`src/rtl/ddr_req_queue_pkg.sv`:
```
// Shared types for the host request queue: request encodings, queue entry layout
// and issue FSM states.
package ddr_req_queue_pkg;

    localparam int unsigned ADDR_W_DEF = 40;

    typedef enum logic [1:0] {
        RD_R  = 2'd0,
        WR_R  = 2'd1,
        RDA_R = 2'd2,
        WRA_R = 2'd3
    } request_t;

    typedef struct packed {
        logic [ADDR_W_DEF-1:0] addr;
        request_t              req;
    } req_entry_t;

    typedef enum logic [1:0] {
        IDLE    = 2'd0,
        ISSUE   = 2'd1,
        WAIT_HI = 2'd2,
        WAIT_LO = 2'd3
    } queue_state_t;

endpackage

```
`src/rtl/ddr_req_queue_if.sv`:
```
// Host-side request bus and decoder-side command bus of the request queue.
interface ddr_req_queue_if
    import ddr_req_queue_pkg::*;
#(
    parameter int unsigned DEPTH  = 8,
    parameter int unsigned ADDR_W = ADDR_W_DEF
);
    logic                     host_valid;
    logic                     host_ready;
    logic [ADDR_W-1:0]        host_addr;
    request_t                 host_req;
    logic                     busy;
    logic                     cmd_rdy;
    logic [ADDR_W-1:0]        log_addr;
    request_t                 request;
    logic [$clog2(DEPTH):0]   q_count;
    logic                     timeout;

    modport master (
        output host_valid, host_addr, host_req, busy,
        input  host_ready, cmd_rdy, log_addr, request, q_count, timeout
    );

    modport slave (
        input  host_valid, host_addr, host_req, busy,
        output host_ready, cmd_rdy, log_addr, request, q_count, timeout
    );
endinterface

```
`src/rtl/ddr_req_queue_fifo.sv`:
```
// Synchronous FIFO of request entries; occupancy is tracked by an explicit count so
// full/empty never depend on pointer equality.
module ddr_req_queue_fifo
    import ddr_req_queue_pkg::*;
#(
    parameter int unsigned DEPTH = 8
) (
    input  logic                     clk,
    input  logic                     reset_n,
    input  logic                     push_i,
    input  req_entry_t               entry_i,
    input  logic                     pop_i,
    output req_entry_t               head_o,
    output logic                     full_o,
    output logic                     empty_o,
    output logic [$clog2(DEPTH):0]   count_o
);
    localparam int unsigned PTR_W = $clog2(DEPTH);
    localparam int unsigned CNT_W = PTR_W + 1;

    req_entry_t        mem_q [DEPTH];
    logic [PTR_W-1:0]  wr_ptr_q;
    logic [PTR_W-1:0]  rd_ptr_q;
    logic [CNT_W-1:0]  count_q;

    // Storage, pointers (wrapping naturally at a power-of-two depth) and occupancy
    always_ff @(posedge clk or negedge reset_n) begin
        if (!reset_n) begin
            for (int i = 0; i < int'(DEPTH); i++) begin
                mem_q[i] <= '0;
            end
            wr_ptr_q <= '0;
            rd_ptr_q <= '0;
            count_q  <= '0;
        end else begin
            if (push_i) begin
                mem_q[wr_ptr_q] <= entry_i;
                wr_ptr_q        <= wr_ptr_q + PTR_W'(1);
            end
            if (pop_i) begin
                rd_ptr_q <= rd_ptr_q + PTR_W'(1);
            end
            case ({push_i, pop_i})
                2'b10:   count_q <= count_q + CNT_W'(1);
                2'b01:   count_q <= count_q - CNT_W'(1);
                default: count_q <= count_q;
            endcase
        end
    end

    assign head_o  = mem_q[rd_ptr_q];
    assign full_o  = (count_q == CNT_W'(DEPTH));
    assign empty_o = (count_q == CNT_W'(0));
    assign count_o = count_q;

endmodule

```
`src/rtl/ddr_req_queue.sv`:
```
// Host request queue feeding the command decoder: buffers requests and issues them one
// at a time, throttled by controller busy, a post-busy gap and a busy-rise timeout.
module ddr_req_queue
    import ddr_req_queue_pkg::*;
#(
    parameter int unsigned DEPTH   = 8,
    parameter int unsigned ADDR_W  = ADDR_W_DEF,
    parameter int unsigned GAP_CYC = 4,
    parameter int unsigned BUSY_TO = 64
) (
    input  logic             CK_t,
    input  logic             reset_n,
    ddr_req_queue_if.slave   bus
);
    localparam int unsigned CNT_W   = $clog2(DEPTH) + 1;
    localparam int unsigned GAP_W   = (GAP_CYC > 0) ? $clog2(GAP_CYC + 1) : 1;
    localparam int unsigned TO_W    = $clog2(BUSY_TO + 1);
    // Loaded in ISSUE and first tested one cycle later, so timeout lands BUSY_TO cycles after cmd_rdy
    localparam int unsigned TO_LOAD = (BUSY_TO > 2) ? BUSY_TO - 2 : 0;

    queue_state_t       state_q;
    logic               cmd_rdy_q;
    logic [ADDR_W-1:0]  log_addr_q;
    request_t           request_q;
    logic               timeout_q;
    logic [GAP_W-1:0]   gap_q;
    logic [TO_W-1:0]    to_cnt_q;
    logic               avail_q;

    logic               push_s;
    logic               pop_s;
    logic               full_s;
    logic               empty_s;
    logic               host_ready_s;
    logic [CNT_W-1:0]   count_s;
    req_entry_t         entry_s;
    req_entry_t         head_s;

    assign host_ready_s = reset_n && !full_s;
    assign push_s       = bus.host_valid && host_ready_s;
    assign entry_s.addr = bus.host_addr;
    assign entry_s.req  = bus.host_req;

    // avail_q is a registered view of occupancy: a fresh entry becomes issuable on the
    // second edge after its push, and the FSM never pops twice within one refresh of it
    assign pop_s = (state_q == IDLE) && avail_q && !empty_s && !bus.busy && (gap_q == '0);

    ddr_req_queue_fifo #(
        .DEPTH (DEPTH)
    ) u_fifo (
        .clk     (CK_t),
        .reset_n (reset_n),
        .push_i  (push_s),
        .entry_i (entry_s),
        .pop_i   (pop_s),
        .head_o  (head_s),
        .full_o  (full_s),
        .empty_o (empty_s),
        .count_o (count_s)
    );

    // Issue FSM with registered decoder outputs, gap counter and busy-rise watchdog
    always_ff @(posedge CK_t or negedge reset_n) begin
        if (!reset_n) begin
            state_q    <= IDLE;
            cmd_rdy_q  <= 1'b0;
            log_addr_q <= '0;
            request_q  <= RD_R;
            timeout_q  <= 1'b0;
            gap_q      <= '0;
            to_cnt_q   <= '0;
            avail_q    <= 1'b0;
        end else begin
            avail_q <= !empty_s;
            case (state_q)
                IDLE: begin
                    if (pop_s) begin
                        log_addr_q <= head_s.addr;
                        request_q  <= head_s.req;
                        cmd_rdy_q  <= 1'b1;
                        state_q    <= ISSUE;
                    end else begin
                        cmd_rdy_q <= 1'b0;
                        if (gap_q != '0) begin
                            gap_q <= gap_q - GAP_W'(1);
                        end else begin
                            gap_q <= gap_q;
                        end
                    end
                end
                ISSUE: begin
                    cmd_rdy_q <= 1'b0;
                    to_cnt_q  <= TO_W'(TO_LOAD);
                    state_q   <= WAIT_HI;
                end
                WAIT_HI: begin
                    cmd_rdy_q <= 1'b0;
                    if (bus.busy) begin
                        state_q <= WAIT_LO;
                    end else if (to_cnt_q == '0) begin
                        // Entry is dropped, not retried; the flag stays up until reset
                        timeout_q <= 1'b1;
                        gap_q     <= GAP_W'(GAP_CYC);
                        state_q   <= IDLE;
                    end else begin
                        to_cnt_q <= to_cnt_q - TO_W'(1);
                    end
                end
                WAIT_LO: begin
                    cmd_rdy_q <= 1'b0;
                    if (!bus.busy) begin
                        gap_q   <= GAP_W'(GAP_CYC);
                        state_q <= IDLE;
                    end else begin
                        state_q <= WAIT_LO;
                    end
                end
                default: begin
                    cmd_rdy_q <= 1'b0;
                    state_q   <= IDLE;
                end
            endcase
        end
    end

    assign bus.host_ready = host_ready_s;
    assign bus.cmd_rdy    = cmd_rdy_q;
    assign bus.log_addr   = log_addr_q;
    assign bus.request    = request_q;
    assign bus.q_count    = count_s;
    assign bus.timeout    = timeout_q;

endmodule
```
`src/flat_wrapper.sv`:
```
// flat-port wrapper written by rule: the top's interface ports become plain ports
module ddr_req_queue_flat import ddr_req_queue_pkg::*;
#(
    parameter int unsigned DEPTH   = 8,
    parameter int unsigned ADDR_W  = ADDR_W_DEF,
    parameter int unsigned GAP_CYC = 4,
    parameter int unsigned BUSY_TO = 64
)
  (CK_t, reset_n, bus_host_valid, bus_host_addr, bus_host_req, bus_busy, bus_host_ready, bus_cmd_rdy, bus_log_addr, bus_request, bus_q_count, bus_timeout);
  ddr_req_queue_if #(.DEPTH(DEPTH), .ADDR_W(ADDR_W)) bus_i ();
  input  logic CK_t;
  input  logic reset_n;
  input wire logic [$bits(bus_i.host_valid)-1:0] bus_host_valid;
  input wire logic [$bits(bus_i.host_addr)-1:0] bus_host_addr;
  input wire logic [$bits(bus_i.host_req)-1:0] bus_host_req;
  input wire logic [$bits(bus_i.busy)-1:0] bus_busy;
  output wire logic [$bits(bus_i.host_ready)-1:0] bus_host_ready;
  output wire logic [$bits(bus_i.cmd_rdy)-1:0] bus_cmd_rdy;
  output wire logic [$bits(bus_i.log_addr)-1:0] bus_log_addr;
  output wire logic [$bits(bus_i.request)-1:0] bus_request;
  output wire logic [$bits(bus_i.q_count)-1:0] bus_q_count;
  output wire logic [$bits(bus_i.timeout)-1:0] bus_timeout;
  assign bus_i.host_valid = bus_host_valid;
  assign bus_i.host_addr = bus_host_addr;
  assign bus_i.host_req = bus_host_req;
  assign bus_i.busy = bus_busy;
  assign bus_host_ready = bus_i.host_ready;
  assign bus_cmd_rdy = bus_i.cmd_rdy;
  assign bus_log_addr = bus_i.log_addr;
  assign bus_request = bus_i.request;
  assign bus_q_count = bus_i.q_count;
  assign bus_timeout = bus_i.timeout;
  ddr_req_queue #(.DEPTH(DEPTH), .ADDR_W(ADDR_W), .GAP_CYC(GAP_CYC), .BUSY_TO(BUSY_TO)) u_core (.CK_t(CK_t), .reset_n(reset_n), .bus(bus_i));
endmodule
```
`config.mk`:
```
export PLATFORM = sky130hd
export DESIGN_NAME = ddr_req_queue_flat
export DESIGN_NICKNAME = d
export VERILOG_FILES = /design/src/rtl/ddr_req_queue_pkg.sv /design/src/rtl/ddr_req_queue_if.sv /design/src/rtl/ddr_req_queue_fifo.sv /design/src/rtl/ddr_req_queue.sv /design/src/flat_wrapper.sv
export SDC_FILE = /design/constraint.sdc
export NUM_CORES = 1
export LEC_CHECK = 0
export CELL_PAD_IN_SITES_DETAIL_PLACEMENT = 1
export CELL_PAD_IN_SITES_GLOBAL_PLACEMENT = 1
export CORE_MARGIN = 3
export CORE_UTILIZATION = 40
export DETAILED_ROUTE_END_ITERATION = 10
export PLACE_DENSITY_LB_ADDON = 0.1
export RECOVER_POWER = 50
export SLEW_MARGIN = 40
export SYNTH_ARGS = -nofsm -noshare
export SYNTH_HDL_FRONTEND = slang
export SYNTH_HIERARCHICAL = 1
export SYNTH_SLANG_ARGS = --single-unit
```
`constraint.sdc`:
```
create_clock -name CK_t -period 6.4 [get_ports CK_t]
set_clock_uncertainty 0.05 [all_clocks]
set_input_delay 0.96 -clock CK_t [delete_from_list [all_inputs] [get_ports CK_t]]
set_output_delay 0.96 -clock CK_t [all_outputs]
set_load 0.01 [all_outputs]
```
==> results of run 1 <==
[cells in the mapped netlist (all sizes together), types with 3 or more instances]
| master | instances |
|---|---|
| a21oi | 3 |
| and2 | 3 |
| buf | 52 |
| clkbuf | 13 |
| dfrtp | 403 |
| ha | 8 |
| inv | 11 |
| mux2 | 423 |
| mux4 | 84 |
| nand2 | 12 |
| nand2b | 4 |
| nand3 | 5 |
| nand4b | 4 |
| nor2 | 4 |
| nor2b | 4 |
| nor3 | 4 |
| nor3b | 3 |
| o21ai | 4 |
| xnor2 | 3 |
| xor2 | 6 |
[power breakdown]
| group | leakage [nW] | total (W) | internal [W] | switching [W] |
|---|---|---|---|---|
| logic | 3.25 | 0.00331 | 0.00216 | 0.00116 |
| clock network | 0.729 | 0.00254 | 0.00152 | 0.00102 |
| registers | 5.00 | 0.00439 | 0.00370 | 0.000694 |
| total | 8.98 | 0.0102 | 0.00738 | 0.00287 |
[area by class of cell]
| type | instances | area share [%] |
|---|---|---|
| Timing Repair Buffer | 122 | 5.73 |
| Inverter | 11 | 0.198 |
| Clock buffer | 76 | 6.88 |
| Tap cell | 585 | 3.51 |
| Multi-Input combinational cell | 596 | 35.2 |
| Sequential cell | 403 | 48.3 |
| Clock inverter | 7 | 0.168 |
[metrics by stage]
stage	cells	hold slack [ns]	utilization, %
2_1_floorplan	1075	0.403	-
3_3_place_gp	1713	0.398	44.5
3_5_place_dp	1717	0.400	44.6
4_1_cts	1800	0.354	48.0
5_1_grt	1800	0.400	47.9
6_report	1800	0.323	47.9
[cells by family (layout without fill, tap and decap cells)]
group / Yosys count / count (layout)
buf+inv: 76 / 216
compound gates: 21 / 21
xor+xnor: 9 / 9
simple gates: 51 / 51
mux: 507 / 507
flops: 403 / 403
fa+ha+maj: 8 / 8
[layer usage]
metal,vias up,GRT usage [%],wire length [um]
met1,5243,23.9,18200
met5,-,0,13
met4,2,4.89,694
met3,51,2.58,1110
met2,108,29.4,20000
li1,4230,-,-
[registers in the layout, indices dropped and copies added (netlist names)]
name	count
u_core/u_fifo/mem_q	336
u_core/bus.log_addr	40
u_core/to_cnt_q	7
u_core/u_fifo/count_o	4
u_core/gap_q	3
u_core/u_fifo/rd_ptr_q	3
u_core/u_fifo/wr_ptr_q	3
u_core/bus.request	2
u_core/state_q	2
u_core/avail_q	1
u_core/bus.cmd_rdy	1
u_core/bus.timeout	1
[worst register-to-register path: stages (launching register included)]
cell	delay, ns
dfrtp_4	0.87
clkbuf_1	2.31
mux4_2	0.51
mux2_2	0.33
mux2_1	0.29
[cells in the final DEF, fill, tap and decap left out, drive strengths merged, types with 6 or more instances in the layout]
master	instances
xor2	6
clkinv	7
inv	11
clkdlybuf4s50	89
mux2	423
nand2	12
mux4	84
ha	8
dfrtp	403
buf	24
clkbuf	81
[path summary, 6_finish.rpt]
kind	start	end	slack (ns)
max	u_core/u_fifo/rd_ptr_q[1]$_DFFE_PN0P_	u_core/bus.log_addr[9]$_DFFE_PN0P_	1.93
min	reset_n	u_core/to_cnt_q[0]$_DFFE_PN0P_	0.32
max reg2reg	u_core/u_fifo/rd_ptr_q[1]$_DFFE_PN0P_	u_core/bus.log_addr[9]$_DFFE_PN0P_	1.93
min reg2reg	u_core/bus.timeout$_DFFE_PN0P_	u_core/bus.timeout$_DFFE_PN0P_	0.40
max in group asynchronous	reset_n	u_core/u_fifo/mem_q[42]$_DFFE_PN0P_	2.33
min in group CK_t	u_core/bus.timeout$_DFFE_PN0P_	u_core/bus.timeout$_DFFE_PN0P_	0.40
==> results, run 1 <==
- The leading register cell type out of synthesis is dfrtp_1.
- The final HPWL from detailed placement is 24.0 mm.
- After Yosys synthesis, XOR and XNOR cells account for 0.442% of the synthesized area.
- Dividing the final minimum period by the clock period gives 69.9%.
- The clock edge transition at the registers on the reported setup and hold paths is 0.06 ns.
- The final instance area is 20,900 um2.
- The cell area after synthesis is 17,800 um2.
- The longest clock path from root to sink contains 3 buffers.
- The arrival time of data at the critical path endpoint is 4.86 ns.
- Entering global routing, the biggest net connects 87 pins.
- The I/O pin total is 95.
- The type of element launching the critical path is a flip-flop.
- The number of setup buffers added after CTS is 0.
- The number of vias per cell is 5.35.
- The placer congestion estimate is 0.697.
- The synthesized design contains 0 enable-type register cells.
- After detailed placement, the total cell area comes to 19,400 um2.
- The mean post-synth cell area is 16.6 um2.
- The number of antenna violations at the first check in global routing is 1.
- During synthesis, Yosys emitted a total of 6 warnings.
- Summing the areas of all and, or, nand and nor instances in the mapped netlist gives 1.90% of the synthesized area.
- Clock tree synthesis selected as its root buffer the cell clkbuf_16.
- The count of pins over their slew limit is 203.
- Cells with a size suffix above 1 make up 47.9% of the layout.
- The flow ran to the end, but the final reports show violations.
- The number of violations reported at the end of detailed-routing iteration 0 is 381.
- The share of Yosys cell area claimed by the top area cell type is 56.5%.
- At the later pin of the worst-skew pair, clock insertion delay measures 0.56 ns.
- Power spread over the standard cell area amounts to 491 nW/um2.
- The number of placement rows is 76.
- The placeable core region is 43,600 um2.
- The actual transition at the worst max-transition pin is 3.33 ns.
- TritonCTS built the clock tree.
- The required time of the worst setup path is 6.78 ns.
- The count of nets left with antenna violations once routing finished came out at 0.
- The post-synthesis sequential area ratio is 56.5%.
- The number of violations of the max-capacitance limit is 4.
- The final setup TNS is 0 ns.
- The via count of the first global-routing pass was 10,800.
- The sequential cell area in the final layout is 10,100 um2.
- Synthesis produced 1,075 cells.
- The analysis attributes to cell leakage a power of 8.98 nW.
- For this run, asynchronously set or reset flops after synthesis account for 100%.
- The completed layout was analyzed and its total power is 0.0102 W.
- The final layout contains 1,234 nets.
- After synthesis the netlist holds a flip-flop and latch count of 403.
- The die covers 47,200 um2.
- The worst pin sits at a relative slew slack of -122%.
- In this run the tool buffered the top-level ports with 94 buffer cells.
- The routed layout has 9,634 vias.
- In this run, CTS created clock tree buffers numbering 46.
- By area the synthesized netlist is led by dfrtp_1 (57%), mux2_2 (25%), mux4_2 (11%).
- The number of antenna diodes in the final layout is 0.
- The first-pass iteration count of the detailed router is 4.
- After Yosys synthesis, full adders, half adders and majority gates account for 0.561% of the synthesized area.
- The combined area of the multi-input logic cells is 7350 um2.
- Buffers inserted to repair hold after CTS numbered 0.
- The maximum vdd drop is 216 uV.
- The cell type group with the largest total delay on the critical path is buffers and inverters.
- Counting every sink on the clock net gives 403.
- The count of filler cells inserted in the layout is 4,212.
- The total congestion overflow is 0.
- The multiplexer area fraction after synthesis is 37.3%.
- The largest stage delay on the critical path is 2.30 ns.
- The length in cells of the worst reg-to-reg path is 4.
- The first global-routing pass estimated 64.4 mm of wire.
- Once the floorplan was initialized, standard cells occupied 41.0% of the core.
- The total of endpoints with negative setup slack in the final report is 0.
- The worst path meets setup with 1.93 ns of slack.
- The biggest area contributor in the post-synthesis netlist is dfrtp_1.
- The number of remaining DRC errors is 0.
- Setup repair after global routing left no endpoint under its margin.
- The logic depth of the worst setup path including buffers is 4.
- The number of nets in the synthesized netlist is 1,129.
- Of all nets on the critical path, the largest fanout is 46.
- At the placement stage, the worst setup path has a slack of 2.14 ns.
- After detailed routing, the average wire length per cell comes to 22.2 um.
- The worst path needs 4.47 ns of the cycle, external delays included.
- The vertical die dimension is 217 um.
- Gates resized during post-CTS repair numbered 0.
- The final count of hold timing violations came to 0.
- The critical path goes through clkbuf_1 -> mux4_2 -> mux2_2 -> mux2_1.
- Summed over all layers, the routed wires come to 40.0 mm.
- The overall routing resource usage is 17.5%.
- The sum of buffers and inverters on the critical path is 1.
- The H-tree was split into 2 levels.
- The largest family of logic cells by synthesized area is multiplexers.
- The final reports fail on max-capacitance violations, max-slew violations.
- The maximum clock frequency is 0.223 GHz.
- The endpoint kind of the worst setup timing path is a flip-flop.
- The chip width is 217 um.
- The synthesized netlist devotes 0.877% of its cell area to compound gates.
- The critical path is of the flip-flop to flip-flop type.
- The layout-stage area growth over the synthesis result is 17.1%.
- The slowest stage of the critical path belongs to the cell clkbuf_1.
- After synthesis, the netlist uses 50 different library cells.
- The path class of the tightest hold or removal check is input port to async pin.
No activity file was read; power rests on OpenSTA's default activity.
==> run 2: changes to the inputs <==
==> constraint.sdc (replaced) <==
create_clock -name CK_t -period 3.8 [get_ports CK_t]
set_clock_uncertainty 0.05 [all_clocks]
set_input_delay 0.57 -clock CK_t [delete_from_list [all_inputs] [get_ports CK_t]]
set_output_delay 0.57 -clock CK_t [all_outputs]
set_load 0.01 [all_outputs]
==> run 2 against run 1 <==
Effect of this change:
- the flow still finishes with violations (max-capacitance violations, max-slew violations)
- combinational power up 68%
- sequential cell count unchanged
- wire length down 2.0%
- via count down 0.11%
- worst setup slack worse by 1.0 ns
- clock-buffer cell count down 2
- critical endpoint is now u_core/u_fifo/count_o[2]$_DFFE_PN0P_
- highest routed layer unchanged
==> results, run 2 (synthesis results as in run 1) <==
- The run finished, with violations left.
- The checks that failed: max-capacitance violations, max-slew violations.
- The largest fanout on the critical path is 10 (-78%).
- The area growth from synthesis to layout is 17.5%.
- The overall routing resource usage is 17.4% (-0.11 points).
- The largest net degree at the start of global routing was 101 (+16%).
- The maximum vdd drop is 443 uV (+110%).
- The chip width is 217 um (unchanged).
- The type of element launching the critical path is a flip-flop.
- The source of the worst register-to-register timing path is u_core/u_fifo/count_o[1]$_DFFE_PN0P_.
- The final period demand of the worst path is 2.89 ns (-1.59 ns).
- The sequential power share was 42.4% (-0.5 points).
- The critical path goes through nor4b_1 -> nor2b_1 -> and2_0 -> inv_1 -> ha_1 -> xor2_1 -> ha_1 -> a21oi_1 -> xor2_1 -> nor2_1 -> xor2_1.
- The via count of the first global-routing pass came to 11,000 (+1.7%).
- The power per standard cell area came to 826 nW/um2 (+68%).
- Setup repair after global routing left no endpoint under its margin.
- The total inserted antenna cells is 0 (unchanged).
- The number of port buffers is 94 (unchanged).
- The clock latency at the later pin of the worst-skew pair is 0.55 ns (about the same).
- The number of antenna violations at the first check in global routing is 1 (unchanged).
- The number of violations reported at the end of detailed-routing iteration 0 was 404 (+6.0%).
- The number of instances resized during post-cts repair came to 0 (unchanged).
- The average wire per standard cell is 21.8 um (-2.0%).
- The first-pass iteration count of the detailed router came to 4 (unchanged).
- The length in cells of the worst reg-to-reg path is 11 (+7).
- The number of H-tree levels is 2 (unchanged).
- The number of buffers created by CTS is 47 (+2.2%).
- The maximum clock frequency is 0.346 GHz (+55%).
- The worst min-delay path class is input port to async pin.
- The final setup TNS is 0 ns (unchanged).
- The final count of hold timing violations is 0 (unchanged).
- Leaving out fill and tap cells, the most frequent cell in the layout is dfrtp_1.
- The placer congestion estimate came to 0.720 (+3.2%).
- The fraction of final layout cells sized beyond drive strength 1 is 48.4% (+0.45 points).
- The number of routed nets with antenna violations is 0 (unchanged).
- The number of violations of the max-capacitance limit came to 2 (-2).
- The clock sink total is 403 (unchanged).
- The number of placement rows is 76 (unchanged).
- Among all stages on the critical path, the largest delay is contributed by and2_0.
- The tree is rooted in a clkbuf_16.
- The arrival time of data at the critical path endpoint came to 3.27 ns (-1.59 ns).
- The final HPWL from detailed placement was 23.2 mm (-3.4%).
- The die area came to 47,200 um2 (unchanged).
- The clock share of power is 25.5% (+0.7 points).
- The fraction of power spent switching nets is 27.7% (-0.28 points).
- The number of nets in the layout is 1,237 (+0.24%).
- The reg-to-reg setup timing slack is 0.91 ns (-1.01 ns).
- The largest stage delay on the critical path is 0.60 ns (-1.70 ns).
- The sum of buffers and inverters on the critical path was 1 (unchanged).
- The count of pins over their slew limit is 131 (-35%).
- The number of setup buffers added after CTS is 0 (unchanged).
- The vertical die dimension is 217 um (unchanged).
- The cell leakage power is 9.02 nW (+0.48%).
- The end of the worst register-to-register path is u_core/u_fifo/count_o[2]$_DFFE_PN0P_.
- STA classifies the critical path endpoint as a flip-flop.
- The number of buffers on the longest clock path is 3 (unchanged).
- The cell type group with the largest total delay on the critical path is simple AND/OR/NAND/NOR gates.
- The total congestion overflow is 0 (unchanged).
- The worst-case headroom to the max-slew limit is -20.4% (+100 points).
- TritonCTS built the clock tree.
- The top cell types in the final layout, fill and taps aside, are dfrtp_1 (400), mux2_2 (394), clkdlybuf4s50_1 (87), mux4_2 (84), clkbuf_16 (49).
- The number of flip-flops in the largest register is 336 (unchanged).
- The number of standard cells in the layout, taps in and fillers out is 1,801 (+0.056%).
- The reported net switching power is 0.00480 W (+67%).
- The post-layout total power came to 0.0173 W (+69%).
- The required time of the worst setup path is 4.18 ns (-2.60 ns).
- The quantity of hold-fixing buffers added after cts was 0 (unchanged).
- The total of endpoints with negative setup slack in the final report is 0 (unchanged).
- The most numerous cell type found on the critical path is xor2_1.
- The wire length after detailed routing is 39.3 mm (-2.0%).
- The number of vias per cell is 5.34 (-0.17%).
- The actual transition at the worst max-transition pin is 1.81 ns (-1.52 ns).
- The internal cell power is 0.0125 W (+70%).
- The effective utilization at floorplan is 41.0% (unchanged).
- The I/O pin total came to 95 (unchanged).
- The post-placement cell count is 1,719 (+0.12%).
- The worst setup path is of the flip-flop to flip-flop kind.
- The count of vias placed by the detailed router is 9,623 (-0.11%).
- The number of remaining DRC errors came to 0 (unchanged).
- The post-route fraction of the period consumed by the critical path came to 76.0% (+6.0 points).
- The total placed instance area is 19,500 um2 (+0.21%).
- The clock edge transition at the registers on the reported setup and hold paths is 0.06 ns (about the same).
- The final instance area is 21,000 um2 (+0.34%).
- The wire length of the first global-routing pass is 64.4 mm (+0.11%).
- The placeable core region is 43,600 um2 (unchanged).
- The fraction of power consumed by combinational cells was 32.1% (-0.2 points).
- Counting flops per register, the top entry is u_core/u_fifo/mem_q.
[run 2: worst max-delay path by stage]
stage                                    startpoint                                     to  slack (ns)  cells past startpoint
2_1_floorplan  u_core/u_fifo/count_o[2]$_DFFE_PN0P_   u_core/u_fifo/count_o[2]$_DFFE_PN0P_        1.21                     12
3_3_place_gp                         bus_host_valid   u_core/u_fifo/count_o[2]$_DFFE_PN0P_        0.84                     10
3_5_place_dp                         bus_host_valid   u_core/u_fifo/count_o[2]$_DFFE_PN0P_        0.80                     10
4_1_cts        u_core/u_fifo/count_o[1]$_DFFE_PN0P_   u_core/u_fifo/count_o[2]$_DFFE_PN0P_        1.04                     11
5_1_grt                                     reset_n  u_core/u_fifo/rd_ptr_q[0]$_DFFE_PN0P_        0.47                      3
6_report       u_core/u_fifo/count_o[1]$_DFFE_PN0P_   u_core/u_fifo/count_o[2]$_DFFE_PN0P_        0.91                     11
[run 2: final cells by class]
cell class	instances	area, um2
fillers	4205	22600
flip-flops and latches	403	10100
multi-input cells	596	7350
clock buffers	74	1430
repair buffers	124	1210
well taps	585	732
clock inverters	8	96.3
inverters	11	41.3
[run 2: power groups by stage]
| stage | clock (W) | sequential, W | combinational, W |
|---|---|---|---|
| after detailed placement | 0 | 0.00742 | 0.00568 |
| after global routing | 0.00478 | 0.00761 | 0.00612 |
| after global placement | 0 | 0.00734 | 0.00555 |
| final | 0.00442 | 0.00734 | 0.00555 |
| after CTS | 0.00459 | 0.00736 | 0.00571 |
| after floorplan | 0 | 0.00699 | 0.00439 |
[run 2: routing by layer]
| metal | part of all wire, % | global-route usage [%] |
|---|---|---|
| met2 | 49 | 29.2 |
| met3 | 2.9 | 2.78 |
| met1 | 46 | 23.9 |
| met4 | 1.6 | 4.33 |
| met5 | 0.033 | 0 |
[run 2: through the flow]
stage	util, %	hold WS (ns)	worst slack (ns)
floorplan	-	0.224	1.21
global placement	44.6	0.391	0.844
detailed placement	44.7	0.398	0.800
CTS	48.2	0.136	1.04
global route	48.1	0.307	0.472
finish	48.1	0.272	0.914
